[src/rtl/detector_jogada.sv]
// -----------------------------------------------------------------------------
// detector_jogada
//   Input stage for the game control unit. Synchronises the nine raw cell
//   buttons, debounces a single pressed button and emits a one-cycle move
//   pulse with the registered cell index. All buttons must be released and
//   stay released for the debounce interval before the next move is accepted.
//
// Optional feature (macro DETECTOR_MASCARA_EN):
//   Adds input `mascara` (1 = cell not playable) and output
//   `jogada_rejeitada`. A debounced press on a masked cell produces a
//   one-cycle `jogada_rejeitada` pulse instead of `tem_jogada`, and `jogada`
//   keeps its previous value.
//
// Ports:
//   clock            in   system clock, rising edge
//   reset            in   asynchronous reset, active low
//   habilita         in   high while the control unit waits for a move
//   botoes           in   raw button levels, 1 = pressed
//   mascara          in   (macro only) occupied / unplayable cells
//   jogada_rejeitada out  (macro only) one-cycle pulse: masked move refused
//   tem_jogada       out  one-cycle pulse: valid move on `jogada`
//   jogada           out  registered index of the accepted button (0-8)
//   db_estado        out  FSM state code (7 while in an illegal code)
// -----------------------------------------------------------------------------
module detector_jogada #(
  parameter int N_BOTOES        = 9,
  parameter int DEBOUNCE_CICLOS = 1000
) (
  input  logic                clock,
  input  logic                reset,
  input  logic                habilita,
  input  logic [N_BOTOES-1:0] botoes,
`ifdef DETECTOR_MASCARA_EN
  input  logic [N_BOTOES-1:0] mascara,
  output logic                jogada_rejeitada,
`endif
  output logic                tem_jogada,
  output logic [3:0]          jogada,
  output logic [2:0]          db_estado
);

  localparam int CNT_W = $clog2(DEBOUNCE_CICLOS);
  localparam logic [CNT_W-1:0] CNT_MAX = CNT_W'(DEBOUNCE_CICLOS - 1);

  localparam logic [2:0] ESPERA         = 3'd0;
  localparam logic [2:0] FILTRA         = 3'd1;
  localparam logic [2:0] CONFIRMA       = 3'd2;
  localparam logic [2:0] AGUARDA_SOLTAR = 3'd3;

  // Exactly one bit set.
  function automatic logic f_unico(input logic [N_BOTOES-1:0] v);
    return (v != '0) && ((v & (v - 1'b1)) == '0);
  endfunction

  // Position of the set bit of a one-hot pattern.
  function automatic logic [3:0] f_indice(input logic [N_BOTOES-1:0] v);
    logic [3:0] idx;
    idx = 4'd0;
    for (int i = 0; i < N_BOTOES; i++) begin
      if (v[i]) idx = 4'(i);
    end
    return idx;
  endfunction

  logic [N_BOTOES-1:0] r_sinc1;
  logic [N_BOTOES-1:0] r_bs;
  logic [N_BOTOES-1:0] r_cap;
  logic [2:0]          r_estado;
  logic [CNT_W-1:0]    r_cnt;
  logic [3:0]          r_jogada;

  logic [2:0]          w_estado_prox;
  logic [CNT_W-1:0]    w_cnt_prox;
  logic                w_cap_carrega;
  logic                w_jog_carrega;
  logic                w_mascarado;

`ifdef DETECTOR_MASCARA_EN
  logic r_rej;
  logic w_rej_prox;
  // The mask is looked at only at the moment of confirmation.
  assign w_mascarado = |(mascara & r_cap);
`else
  assign w_mascarado = 1'b0;
`endif

  // Two-flop synchroniser; the FSM only ever sees r_bs.
  always_ff @(posedge clock or negedge reset) begin
    if (!reset) begin
      r_sinc1 <= '0;
      r_bs    <= '0;
    end else begin
      r_sinc1 <= botoes;
      r_bs    <= r_sinc1;
    end
  end

  // State register plus the datapath registers steered by the FSM.
  always_ff @(posedge clock or negedge reset) begin
    if (!reset) begin
      r_estado <= AGUARDA_SOLTAR;
      r_cnt    <= '0;
      r_cap    <= '0;
      r_jogada <= 4'd0;
`ifdef DETECTOR_MASCARA_EN
      r_rej    <= 1'b0;
`endif
    end else begin
      r_estado <= w_estado_prox;
      r_cnt    <= w_cnt_prox;
      if (w_cap_carrega) r_cap <= r_bs;
      if (w_jog_carrega) r_jogada <= f_indice(r_cap);
`ifdef DETECTOR_MASCARA_EN
      r_rej    <= w_rej_prox;
`endif
    end
  end

  // Next-state logic. Every increment is guarded by a compare against
  // CNT_MAX, so the counter saturates and never wraps.
  always_comb begin
    w_estado_prox = r_estado;
    w_cnt_prox    = r_cnt;
    w_cap_carrega = 1'b0;
    w_jog_carrega = 1'b0;
`ifdef DETECTOR_MASCARA_EN
    w_rej_prox    = r_rej;
`endif
    case (r_estado)
      ESPERA: begin
        if (habilita && f_unico(r_bs)) begin
          w_estado_prox = FILTRA;
          w_cnt_prox    = '0;
          w_cap_carrega = 1'b1;
        end
      end
      FILTRA: begin
        // Losing habilita takes priority over a confirm in the same cycle.
        if (!habilita) begin
          w_estado_prox = ESPERA;
        end else if (r_bs != r_cap) begin
          w_estado_prox = (r_bs == '0) ? ESPERA : AGUARDA_SOLTAR;
        end else if (r_cnt == CNT_MAX) begin
          w_estado_prox = CONFIRMA;
          w_jog_carrega = !w_mascarado;
`ifdef DETECTOR_MASCARA_EN
          w_rej_prox    = w_mascarado;
`endif
        end else begin
          w_cnt_prox = r_cnt + 1'b1;
        end
      end
      CONFIRMA: begin
        w_estado_prox = AGUARDA_SOLTAR;
        w_cnt_prox    = '0;
      end
      AGUARDA_SOLTAR: begin
        // Any activity restarts the release window; habilita is ignored.
        if (r_bs != '0) begin
          w_cnt_prox = '0;
        end else if (r_cnt == CNT_MAX) begin
          w_estado_prox = ESPERA;
          w_cnt_prox    = '0;
        end else begin
          w_cnt_prox = r_cnt + 1'b1;
        end
      end
      default: begin
        w_estado_prox = AGUARDA_SOLTAR;
        w_cnt_prox    = '0;
      end
    endcase
  end

  // Moore outputs.
  always_comb begin
    tem_jogada = 1'b0;
    db_estado  = r_estado;
`ifdef DETECTOR_MASCARA_EN
    jogada_rejeitada = 1'b0;
`endif
    case (r_estado)
      ESPERA, FILTRA, AGUARDA_SOLTAR: ;
      CONFIRMA: begin
`ifdef DETECTOR_MASCARA_EN
        tem_jogada       = !r_rej;
        jogada_rejeitada = r_rej;
`else
        tem_jogada = 1'b1;
`endif
      end
      default: db_estado = 3'd7;
    endcase
  end

  assign jogada = r_jogada;

endmodule

[config.mk]
export PLATFORM = sky130hd
export DESIGN_NAME = detector_jogada
export DESIGN_NICKNAME = d
export VERILOG_FILES = /design/src/rtl/detector_jogada.sv
export SDC_FILE = /design/constraint.sdc
export NUM_CORES = 1
export LEC_CHECK = 0
export ABC_AREA = 1
export BUFFER_PORTS_ARGS = -buffer_cell sky130_fd_sc_hd__buf_2
export CAP_MARGIN = 20
export CELL_PAD_IN_SITES_DETAIL_PLACEMENT = 0
export CELL_PAD_IN_SITES_GLOBAL_PLACEMENT = 1
export CORE_UTILIZATION = 47
export CTS_CLUSTER_DIAMETER = 150
export DETAILED_ROUTE_END_ITERATION = 8
export PLACE_DENSITY = 0.84
export SETUP_SLACK_MARGIN = 0.3
export SLEW_MARGIN = 40
export SYNTH_ARGS = -nofsm -noshare
export SYNTH_HDL_FRONTEND = slang
export SYNTH_SLANG_ARGS = --single-unit
[constraint.sdc]
create_clock -name clock -period 2.7 [get_ports clock]
set_input_delay 0 -clock clock [delete_from_list [all_inputs] [get_ports clock]]
set_output_delay 0 -clock clock [all_outputs]
set_load 0.01 [all_outputs]
# Word-level counts from Yosys, hierarchy flattened
# Index checks and enable logic that the tools add are counted.
# word_totals
elab_cells	61
reg_bits	44
# op_classes
muxes	31
n_eq_ne	12
bitwise_logic	1
n_addsub	2
reduce_logical	9
# ops
operator	n
$mux 10	6
$pmux 10 s3	1
$mux 4	7
$mux 3	7
$logic_not 9->1	2
$ne 2x2->1 const B	6
$add 10x1->10 const B	1
$eq 10x10->1 const B	1
$and 9x9->9	1
$ne 9x9->1	1
$pmux 3 s3	1
$reduce_bool 9->1	1
$sub 9x1->9 const B	1
$mux 1	8
$reduce_and 4->1	2
$eq 3x2->1 const B	2
$ne 4x4->1 const B	1
$reduce_or 4->1	1
$eq 3x1->1 const B	1
$logic_not 3->1	1
$logic_and 1x1->1	2
$mux 2	1

# Logic depth before layout (Yosys ltp)
# Gate-level depths: netlist of the first run.
# depth
ltp_word	8
ltp_mapped	13
mapped_depth_nobuf	13

# Worst setup path before layout of the first run
# No wires, ideal clock.
# synth_path
path_kind	register to register
startpoint	register r_bs[0]
endpoint	register r_cap[7]
t_required_ns	2.582
path_slack_ns	1.196
arrival_ns	1.386
n_path_buf	1
path_stages_with_launch	10
path_cell_list	dfrtp_1 nor2_4 nand2_2 nand2_1 nand3_2 nor2_4 nand4_4 buf_6 nand2_1 o21ai_2
# synth_between
elab_chain_cells	7
# synth_rtl
item	line	source
from (decl)	66	logic [N_BOTOES-1:0] r_bs;
from (signal assigned)	94	r_bs <= r_sinc1;
$sub 9x1->9	52	return (v != '0) && ((v & (v - 1'b1)) == '0);
$and 9x9->9	52	
$logic_not 9->1	52	
$logic_and 1x1->1 (*)	52	
$logic_and 1x1->1 (*)	131	if (habilita && f_unico(r_bs)) begin
$mux 1 (*)	131	
$mux 1 (*)	129	case (r_estado)
to (signal assigned)	111	if (w_cap_carrega) r_cap <= r_bs;
to (decl)	67	logic [N_BOTOES-1:0] r_cap;
# Every way passes the cells marked *; elsewhere a longest branch is shown, timed or not.
# A chain may end at the register's enable or synchronous reset.

# Final worst setup path of the first run
# layout_path
startpoint	register r_cnt[0]
endpoint	register r_cnt[4]
# layout_between
elab_chain_cells	5
# layout_rtl
item	line	source
from (decl)	69	logic [CNT_W-1:0] r_cnt;
from (signal assigned)	110	r_cnt <= w_cnt_prox;
$add 10x1->10	150, 165	
$mux 10	143	end else if (r_cnt == CNT_MAX) begin
$mux 10	141	end else if (r_bs != r_cap) begin
$mux 10	139	if (!habilita) begin
$pmux 10 s3	129	
# Parallel ways exist; a longest one is shown, timed or not. The select of a mux whose other input is x is not followed.

==> reports/results.txt, run 1 <==
Status = complete, no violations
Worst setup SP type = register
Critical path's slowest cell = dfrtp_1
WHS = 0.161 ns
Worst setup EP type = register
CTS tree = done
Worst IR Drop VDD = 0.258 mV
CP arrival = 2.06 ns
Die X = 72.8 µm
Routed wl met3 = 270 µm
Resize count post-CTS = 0
Pwr dens = 465 nW/µm²
Die height = 72.8 µm
Dpl hpwl = 3470 µm
Worst-margin pin slew = 0.551 ns
Port Buffers = 18
Cell family with most CP delay = simple AND/OR/NAND/NOR gates
# diodes = 0
Syn Inst Count = 298
Fin Setup TNS = 0 ns
Clock Tree Buf Depth = 2
Core footprint = 4790 µm²
Die Footprint = 5310 µm²
Initial DRC count = 123
Critical path type = register to register
Synth warnings = 0
Max Cap Viol = 0
Filler cells = 452
Post-synth cell types = 34
ANT nets after route = 0
F_max = 534 MHz
Relative slew slack = 0.631
Clk Latency, worst-skew pair = 0.30 ns
Fin crit period = 1.87 ns
First-pass detailed-route iteration total = 4
Largest net degree at the start of global routing = 44
RSZ-0062 raised after global routing = false
Power Total = 1.25 mW
Metal2 WL = 2090 µm
Syn Std Cell Area = 2360 µm²
Hold Path Class = input pin to register
Vias post-DR = 1929
Initial antenna violation count = 0
Static leakage = 1.31 nW
First-pass GRT wire length = 8350 µm
Area Growth Syn to Fin = 14.3%
Final wirelength = 4810 µm
Final nets = 338
CP bufs+invs = 0
GRT Overall Usage = 0.209
Max-slew violations = 0
Final setup vio count = 0
RePlAce Congestion = 0.886
Synthesized area per cell = 7.91 µm²
Synth Net Count = 311
Final Skew = 0.0130 ns
Synth Register Bits = 43
Critical Path Most Common Cell = nand2_1
Delay of the slowest critical-path stage = 0.47 ns
Required @ worst endpoint = 2.88 ns
H-tree depth = 2
IO Pins = 20
WL/cell = 12.2 µm
Register area share after synthesis = 0.457
Num CTS Buffers = 5
# DRC = 0
Final period utilization = 0.694
Worst-path clk slew = 0.09 ns
Share of cells above drive strength 1 = 0.184
Vias in the first global route = 1789
Critical Path Fanout Max = 11
Final std cells w/o fill = 393
Routed vias/inst = 4.91
Row Count = 25
Root Buffer = clkbuf_8
Metal-1 WL = 2390 µm
CTS Sinks = 43
GRT overflow = 0
DP Cell Count = 375
CP Cell Sequence = ha_1, nand2_1, nand3b_1, nor2_1, nor2_1, nand2_1, nand2_2, nand2_2, nand2_1, nand2_1
Initial Util = 0.493
Highest Signal Layer = met4
Final Util = 0.563
Hold Vio Cnt, Final = 0
## metal layers
| metal | up-vias | global-route usage |
|---|---|---|
| li1 | 1001 | - |
| met2 | 51 | 0.312 |
| met4 | 0 | 0.0654 |
| met5 | - | 0 |
| met3 | 6 | 0.0442 |
| met1 | 871 | 0.303 |
## registers in the layout, summed over array words and instances, names as in the netlist
| name | cells |
|---|---|
| r_sinc1 | 9 |
| jogada | 4 |
| r_cap | 9 |
| r_bs | 9 |
| r_cnt | 10 |
| r_estado | 2 |
## cells by family (layout without fill, tap and decap cells)
logic type      count (synthesis)  after routing  share of synthesized area
fa+ha+maj                       1              1                    0.00530
xor+xnor                        9              9                     0.0334
flops                          43             43                      0.457
buf+inv                        44             72                     0.0801
simple gates                  171            171                      0.342
compound gates                 29             29                     0.0801
other cells                     1              1                    0.00159
## area by class of cell
cell class,count,area (µm²),area share
Inverter,36,135,0.0501
Tap cell,67,83.8,0.0311
Clock inverter,3,46.3,0.0172
Sequential cell,43,1080,0.400
Timing Repair Buffer,28,193,0.0715
Multi-Input combinational cell,211,1090,0.405
Clock buffer,5,68.8,0.0255
## placed cells by master, fill, tap and decap left out, types with 2 or more instances in the layout
cell type and n:
a211oi_1 2, a21oi_1 2, a21oi_2 2, buf_2 17, clkbuf_8 5, dfrtp_1 41, dfstp_2 2, dlygate4sd3_1 10
inv_1 31, inv_2 5, nand2_1 91, nand2_2 5, nand3_1 23, nand3_2 2, nand4_1 11, nor2_1 22
nor2_2 4, nor2_4 4, nor3_1 3, o21ai_0 10, o21ai_1 4, o21ai_2 7, o21bai_1 2, xnor2_1 8
## path summary, 6_finish.rpt
path / from / endpoint / slack, ns / cells after the start
max: r_cnt[0]$_DFFE_PN0P_ / r_cnt[4]$_DFFE_PN0P_ / 0.83 / 10
min: habilita / r_estado[0]$_DFFE_PN1P_ / 0.16 / 7
max reg2reg: r_cnt[0]$_DFFE_PN0P_ / r_cnt[4]$_DFFE_PN0P_ / 0.83 / 10
min reg2reg: r_sinc1[6]$_DFF_PN0_ / r_bs[6]$_DFF_PN0_ / 0.35 / 0
max in group asynchronous: reset / r_estado[1]$_DFFE_PN1P_ / 2.09 / 2
min in group asynchronous: reset / r_cap[6]$_DFFE_PN0P_ / 0.21 / 2
## metrics by stage
step / setup WS (ns) / cell area [µm²]
finish: 0.826 / 2700
floorplan: 1.20 / 2360
global placement: 0.896 / 2480
CTS: 0.853 / 2700
detailed placement: 0.883 / 2480
global route: 0.615 / 2700
## synthesized netlist by cell type, drive strengths merged
| cell type | n | area (µm²) |
|---|---|---|
| conb | 1 | 3.75 |
| inv | 36 | 135 |
| nand2 | 96 | 373 |
| o21bai | 2 | 15.0 |
| clkbuf | 3 | 11.3 |
| nand3b | 2 | 18.8 |
| nand3 | 25 | 135 |
| dfrtp | 41 | 1030 |
| nor2 | 30 | 153 |
| nand4 | 12 | 90.1 |
| xnor2 | 8 | 70.1 |
| o21ai | 21 | 131 |
| xor2 | 1 | 8.76 |
| or2 | 1 | 6.26 |
| ha | 1 | 12.5 |
| a211oi | 2 | 15.0 |
| a21oi | 4 | 27.5 |
| dfstp | 2 | 52.6 |
| nor4 | 1 | 6.26 |
| buf | 5 | 42.5 |
| nor3 | 4 | 25.0 |
## tightest hold or removal path: stages
cell	delay (ns)
buf_2	0.12
nand2_1	0.06
nor2_1	0.04
nand2_1	0.06
nand2_1	0.05
nand4_1	0.08
nand2_1	0.05
## report_power, final
group          internal [mW]  leakage [nW]  switching [mW]  total, mW
sequential             0.657         0.537          0.0127      0.670
clock                  0.279        0.0548           0.239      0.518
combinational         0.0277         0.722          0.0382     0.0659
total                  0.964          1.31           0.290       1.25
## what timing repair did
action,in CTS,in global routing
endpoints found under the hold margin,50,0
hold buffers,10,0
buffers inserted,0,0
Note: power is estimated with default switching activity, not from simulation.
==> run 2: changes to the inputs <==
Settings changed: CORE_UTILIZATION 47 to 40, PLACE_DENSITY 0.84 to 0.76.
Clock period 2.7 ns to 1.65 ns, I/O delays scaled along.
==> run 2 against run 1 <==
  * The run now ends with negative setup slack left
  * Clock-buffer cell count unchanged
  * Wire length up 21%
  * Sequential power up 64%
  * First-iteration DRC count up 8.1%
  * Global-route usage about the same
  * Via count up 13%
  * Clock power up 67%
  * Setup slack worse by 0.86 ns
  * Final area up 23%
  * Largest power group unchanged
  * Highest routed layer unchanged
==> reports/results.txt, run 2 (synthesis results as in run 1) <==
Status = finished with violations (was complete, no violations)
Failing checks = negative setup slack
Fin crit period = 1.68 ns (was 1.87 ns)
Final setup vio count = 11 (was 0)
CP Cell Sequence = nor2_4, buf_6, nand2_2, o21ai_2, nand2_1, inv_2, nand4_4, buf_12, nor2_4, a21oi_2 (was ha_1, nand2_1, nand3b_1, nor2_1, nor2_1, nand2_1, nand2_2, nand2_2, nand2_1, nand2_1)
Critical Path Most Common Cell = nor2_4 (was nand2_1)
Core footprint = 5610 µm² (was 4790 µm²)
Relative slew slack = 0.640 (was 0.631)
# diodes = 0 (unchanged)
# DRC = 0 (unchanged)
DP Cell Count = 420 (was 375)
Fin Setup TNS = -0.109 ns (was 0 ns)
F_max = 595 MHz (was 534 MHz)
Vias in the first global route = 2050 (was 1789)
Dpl hpwl = 3900 µm (was 3470 µm)
Root Buffer = clkbuf_8 (unchanged)
Final Skew = 0.0110 ns (was 0.0130 ns)
GRT Overall Usage = 0.209 (about the same)
CP bufs+invs = 3 (was 0)
CP arrival = 1.87 ns (was 2.06 ns)
Num CTS Buffers = 5 (unchanged)
Worst-margin pin slew = 0.539 ns (was 0.551 ns)
Hold Vio Cnt, Final = 0 (unchanged)
Filler cells = 512 (was 452)
Routed vias/inst = 4.87 (was 4.91)
Cell family with most CP delay = simple AND/OR/NAND/NOR gates (unchanged)
Vias post-DR = 2177 (was 1929)
First-pass GRT wire length = 9790 µm (was 8350 µm)
Required @ worst endpoint = 1.84 ns (was 2.88 ns)
H-tree depth = 2 (unchanged)
Final std cells w/o fill = 447 (was 393)
Die X = 78.8 µm (was 72.8 µm)
RSZ-0062 raised after global routing = true (was false)
CTS tree = done (unchanged)
Max Cap Viol = 0 (unchanged)
Power Total = 2.10 mW (was 1.25 mW)
Final nets = 387 (was 338)
Commonest non-fill, non-tap cell in the layout = nand2_1 (unchanged)
RePlAce Congestion = 0.862 (was 0.886)
Critical path's slowest cell = dfrtp_2 (was dfrtp_1)
Clk Latency, worst-skew pair = 0.30 ns (about the same)
Port Buffers = 18 (unchanged)
Delay of the slowest critical-path stage = 0.46 ns (was 0.47 ns)
Critical Path Fanout Max = 5 (was 11)
Final wirelength = 5840 µm (was 4810 µm)
Worst setup EP type = register (unchanged)
CTS Sinks = 43 (unchanged)
Static leakage = 1.63 nW (was 1.31 nW)
Largest Register = r_cnt (unchanged)
Hold Path Class = input pin to register (unchanged)
IO Pins = 20 (unchanged)
Initial Util = 0.421 (was 0.493)
Max reg flops = 10 (unchanged)
Share of cells above drive strength 1 = 0.392 (was 0.184)
Clock Tree Buf Depth = 2 (unchanged)
Initial antenna violation count = 0 (unchanged)
Row Count = 27 (was 25)
Die Footprint = 6210 µm² (was 5310 µm²)
Critical path type = register to register (unchanged)
Die height = 78.8 µm (was 72.8 µm)
Worst setup SP type = register (unchanged)
Setup WS pre-CTS = -0.0686 ns (was 0.883 ns)
WL/cell = 13.1 µm (was 12.2 µm)
Final worst slack = -0.0313 ns (was 0.826 ns)
First-pass detailed-route iteration total = 4 (unchanged)
Pwr dens = 631 nW/µm² (was 465 nW/µm²)
ANT nets after route = 0 (unchanged)
Worst IR Drop VDD = 0.636 mV (was 0.258 mV)
Most frequent cells in the layout = nand2_1 (79), buf_4 (40), dfrtp_1 (35) (was nand2_1 (91), dfrtp_1 (41), inv_1 (31))
GRT overflow = 0 (unchanged)
Initial DRC count = 133 (was 123)
Worst-path clk slew = 0.09 ns (about the same)
Final period utilization = 1.02 (was 0.694)
Largest net degree at the start of global routing = 44 (unchanged)
Area Growth Syn to Fin = 41.2% (was 14.3%)
Max-slew violations = 0 (unchanged)
[run 2: path summary, 6_finish.rpt]
kind / slack [ns] / from / depth (start not counted) / to
setup / recovery: -0.03 / r_bs[1]$_DFF_PN0_ / 10 / r_cap[1]$_DFFE_PN0P_
hold / removal: 0.15 / habilita / 7 / r_estado[0]$_DFFE_PN1P_
setup reg to reg: -0.03 / r_bs[1]$_DFF_PN0_ / 10 / r_cap[1]$_DFFE_PN0P_
hold reg to reg: 0.34 / r_sinc1[2]$_DFF_PN0_ / 0 / r_bs[2]$_DFF_PN0_
max in group asynchronous: 0.94 / reset / 3 / r_bs[7]$_DFF_PN0_
min in group asynchronous: 0.31 / reset / 3 / r_bs[5]$_DFF_PN0_
[run 2: power breakdown]
group,leakage (nW),switching (mW),internal (mW),total (mW)
registers,0.531,0.0229,1.08,1.10
logic,1.04,0.0726,0.0640,0.137
clock network,0.0587,0.406,0.459,0.865
[run 2: cell type report]
class / instances / area, µm² / share of cell area
timing repair buffer: 77 / 628 / 0.189
inverter: 36 / 135 / 0.0406
clock inverter: 3 / 47.5 / 0.0143
multi-input combinational: 211 / 1270 / 0.383
tap: 72 / 90.1 / 0.0271
sequential: 43 / 1090 / 0.326
clock buffer: 5 / 68.8 / 0.0207
[run 2: tightest hold or removal path: stages]
cell and delay, ns:
buf_2 0.12, nand2_1 0.06, nor2_1 0.04, nand2_1 0.05
nand2_1 0.05, nand4_1 0.08, nand2_1 0.05
[run 2: per-layer routing]
metal	part of all wire	GRT usage
met3	0.037	0.0368
met2	0.45	0.323
met4	0.013	0.0611
met1	0.50	0.298
met5	0	0
[run 2: timing repair]
| action | 4_1_cts | 5_1_grt |
|---|---|---|
| gates cloned | 0 | 2 |
| hold endpoints to repair | 50 | 0 |
| hold buffers | 10 | 0 |
| pin swaps | 12 | 11 |
| resized for setup | 28 | 30 |
| setup endpoints to repair | 25 | 26 |
| setup buffers | 5 | 2 |
[run 2: through the flow]
step                instance area, µm²  hold slack, ns  utilization
floorplan                         2370          -0.296            -
global placement                  2810           0.107        0.501
detailed placement                2810           0.109        0.501
CTS                               3160           0.141        0.563
global route                      3330           0.188        0.594
finish                            3330           0.154        0.594
==> run 3: changes to the inputs <==
Settings changed: ABC_AREA 1 to 0, CORE_UTILIZATION 40 to 42.
==> run 3 against run 2 <==
  * The run ends with design-rule violations, negative setup slack left
  * Synthesized area down 15%
  * Critical path depth down 2
  * Die area down 19%
  * Via count down 20%
  * Wire length down 8.0%
  * Clock power up 0.9%
  * Non-clock buffer count up 10
==> reports/results.txt, run 3 <==
Die X = 71.0 µm (was 78.8 µm)
Largest Register = r_cnt (unchanged)
Delay of the slowest critical-path stage = 0.43 ns (was 0.46 ns)
Yosys top cell area share = 0.513 (was 0.435)
# DRC = 3 (was 0)
Largest net degree at the start of global routing = 44 (unchanged)
Relative slew slack = 0.634 (was 0.640)
Num CTS Buffers = 5 (unchanged)
RePlAce Congestion = 0.890 (was 0.862)
Number of synthesized flops with an enable pin = 0 (unchanged)
First-pass detailed-route iteration total = 8 (was 4)
Clock Tree Buf Depth = 2 (unchanged)
Worst setup EP type = register (unchanged)
CTS tree = done (unchanged)
Final worst slack = -0.579 ns (was -0.0313 ns)
WL/cell = 17.1 µm (was 13.1 µm)
Final setup vio count = 25 (was 11)
Initial DRC count = 111 (was 133)
Hold Vio Cnt, Final = 0 (unchanged)
Synth Flop Type = dfrtp_1 (unchanged)
# diodes = 0 (unchanged)
Static leakage = 1.39 nW (was 1.63 nW)
Vias in the first global route = 1893 (was 2050)
Post-synth cell types = 49 (was 34)
Area Growth Syn to Fin = 50.0% (was 41.2%)
Setup WS pre-CTS = -0.649 ns (was -0.0686 ns)
Vias post-DR = 1752 (was 2177)
Synth cell count leaders = dfrtp_1 (41), a31oi_1 (15), nand2_1 (10) (was nand2_1 (91), dfrtp_1 (41), inv_1 (31))
Area leader, netlist = dfrtp_1 (unchanged)
GRT overflow = 0 (unchanged)
Max-slew violations = 0 (unchanged)
Core footprint = 4470 µm² (was 5610 µm²)
Fin Setup TNS = -12.28 ns (was -0.109 ns)
Critical path type = register to register (unchanged)
H-tree depth = 2 (unchanged)
Filler cells = 320 (was 512)
Most frequent cells in the layout = buf_4 (46), dfrtp_1 (40), buf_2 (18) (was nand2_1 (79), buf_4 (40), dfrtp_1 (35))
CP arrival = 2.43 ns (was 1.87 ns)
Worst setup SP type = register (unchanged)
Hold Path Class = input pin to register (unchanged)
CP bufs+invs = 2 (was 3)
Port Buffers = 18 (unchanged)
Area contributors post-synth = dfrtp_1 (51%), mux2_4 (6.8%), a31oi_1 (4.7%) (was dfrtp_1 (44%), nand2_1 (14%), inv_1 (4.9%))
Dpl cell area = 2460 µm² (was 2810 µm²)
GRT Overall Usage = 0.239 (was 0.209)
Power Total = 2.22 mW (was 2.10 mW)
Synth async-reset ratio = 1.00 (unchanged)
Worst-margin pin slew = 0.549 ns (was 0.539 ns)
Count leader, synth = dfrtp_1 (was nand2_1)
Critical Path Fanout Max = 3 (was 5)
Syn Inst Count = 172 (was 298)
ANT nets after route = 0 (unchanged)
Worst IR Drop VDD = 0.552 mV (was 0.636 mV)
Dpl hpwl = 3170 µm (was 3900 µm)
Commonest non-fill, non-tap cell in the layout = buf_4 (was nand2_1)
Synth Net Count = 185 (was 311)
Failing checks = design-rule violations, negative setup slack (was negative setup slack)
Pwr dens = 741 nW/µm² (was 631 nW/µm²)
Row Count = 24 (was 27)
Routed vias/inst = 5.58 (was 4.87)
IO Pins = 20 (unchanged)
Die height = 71.0 µm (was 78.8 µm)
Max Cap Viol = 0 (unchanged)
F_max = 449 MHz (was 595 MHz)
Critical path's slowest cell = dfrtp_1 (was dfrtp_2)
Cell family with most CP delay = simple AND/OR/NAND/NOR gates (unchanged)
Syn Std Cell Area = 2000 µm² (was 2360 µm²)
RSZ-0062 raised after global routing = true (unchanged)
Final wirelength = 5370 µm (was 5840 µm)
Final nets = 274 (was 387)
Register area share after synthesis = 0.540 (was 0.457)
Critical Path Most Common Cell = buf_4 (was nor2_4)
Final Util = 0.670 (was 0.594)
Synthesized area per cell = 11.6 µm² (was 7.91 µm²)
Root Buffer = clkbuf_8 (unchanged)
Status = finished with violations (unchanged)
CP Cell Sequence = xor2_1, nor4_2, nand4_1, buf_4, buf_4, or3_4, and3_1, a31o_1 (was nor2_4, buf_6, nand2_2, o21ai_2, nand2_1, inv_2, nand4_4, buf_12, nor2_4, a21oi_2)
CTS Sinks = 43 (unchanged)
Share of cells above drive strength 1 = 0.473 (was 0.392)
Initial antenna violation count = 0 (unchanged)
Fin crit period = 2.23 ns (was 1.68 ns)
Die Footprint = 5040 µm² (was 6210 µm²)
Synth warnings = 0 (unchanged)
Clk Latency, worst-skew pair = 0.31 ns (was 0.30 ns)
First-pass GRT wire length = 9120 µm (was 9790 µm)
Final period utilization = 1.35 (was 1.02)
Worst-path clk slew = 0.09 ns (about the same)
Final Skew = 0.00798 ns (was 0.0110 ns)
Max reg flops = 10 (unchanged)
Final Cell Area = 3000 µm² (was 3330 µm²)
Required @ worst endpoint = 1.86 ns (was 1.84 ns)
Initial Util = 0.447 (was 0.421)
Synth Register Bits = 43 (unchanged)
[run 3: changes by cell type after synthesis, sizes merged, moves of 10 or more]
cell	previous run	this run
nor2	30	9
nand3	25	3
nand2	96	11
nand4	12	2
mux2	0	10
a31oi	0	15
o21ai	21	6
inv	36	4
[run 3: through the flow]
| step | cells | hold WS, ns |
|---|---|---|
| finish | 314 | 0.215 |
| global route | 314 | 0.241 |
| CTS | 311 | 0.205 |
| detailed placement | 278 | 0.109 |
| global placement | 278 | 0.0925 |
| floorplan | 172 | -0.296 |
[run 3: final cells by class]
| cell class | count | area, µm² | area share |
|---|---|---|---|
| repair buffers | 87 | 694 | 0.232 |
| inverters | 4 | 15.0 | 0.00501 |
| multi-input cells | 120 | 1030 | 0.342 |
| clock buffers | 5 | 68.8 | 0.0230 |
| flip-flops and latches | 43 | 1080 | 0.360 |
| clock inverters | 3 | 47.5 | 0.0159 |
| well taps | 52 | 65.1 | 0.0217 |
[run 3: routing by layer]
metal | GRT usage | vias to the layer above | routed length (µm)
met1 | 0.302 | 863 | 2280
met5 | 0 | - | 0
met4 | 0.118 | 0 | 196
met3 | 0.0527 | 19 | 219
met2 | 0.388 | 61 | 2680
li1 | - | 809 | -
[run 3: worst paths after layout]
check | from | endpoint | slack [ns] | cells past startpoint
max reg2reg | r_bs[2]$_DFF_PN0_ | r_cnt[1]$_DFFE_PN0P_ | -0.58 | 8
max in group asynchronous | reset | r_bs[8]$_DFF_PN0_ | 0.96 | 3
min | habilita | jogada[0]$_DFFE_PN0P_ | 0.22 | 4
min in group asynchronous | reset | jogada[2]$_DFFE_PN0P_ | 0.27 | 3
min reg2reg | r_sinc1[4]$_DFF_PN0_ | r_bs[4]$_DFF_PN0_ | 0.35 | 0
max | r_bs[2]$_DFF_PN0_ | r_cnt[1]$_DFFE_PN0P_ | -0.58 | 8
[run 3: logic make-up after synthesis]
logic type      after synthesis  synth area share
compound gates               42             0.143
xor+xnor                      9            0.0395
fa+ha+maj                     1           0.00626
buf+inv                      11            0.0269
flops                        43             0.540
mux                          10            0.0733
other cells                   1           0.00188
simple gates                 55             0.169
[run 3: what timing repair did]
item                                    in CTS  in global routing
cloned                                       3                  0
pin swaps                                   29                  7
hold buffers                                10                  0
endpoints found under the setup margin      25                 26
buffers inserted                            12                  3
hold endpoints to repair                    50                  0
resized for setup                           32                 10
[run 3: worst min-delay path: stages]
cell	delay [ns]
buf_2	0.11
nand2_1	0.09
or4_4	0.18
a21o_1	0.11
[run 3: power breakdown]
part           total (mW)  internal [mW]  switching, mW
Clock               0.873          0.459          0.414
Sequential           1.11           1.09         0.0242
Combinational       0.234          0.122          0.112
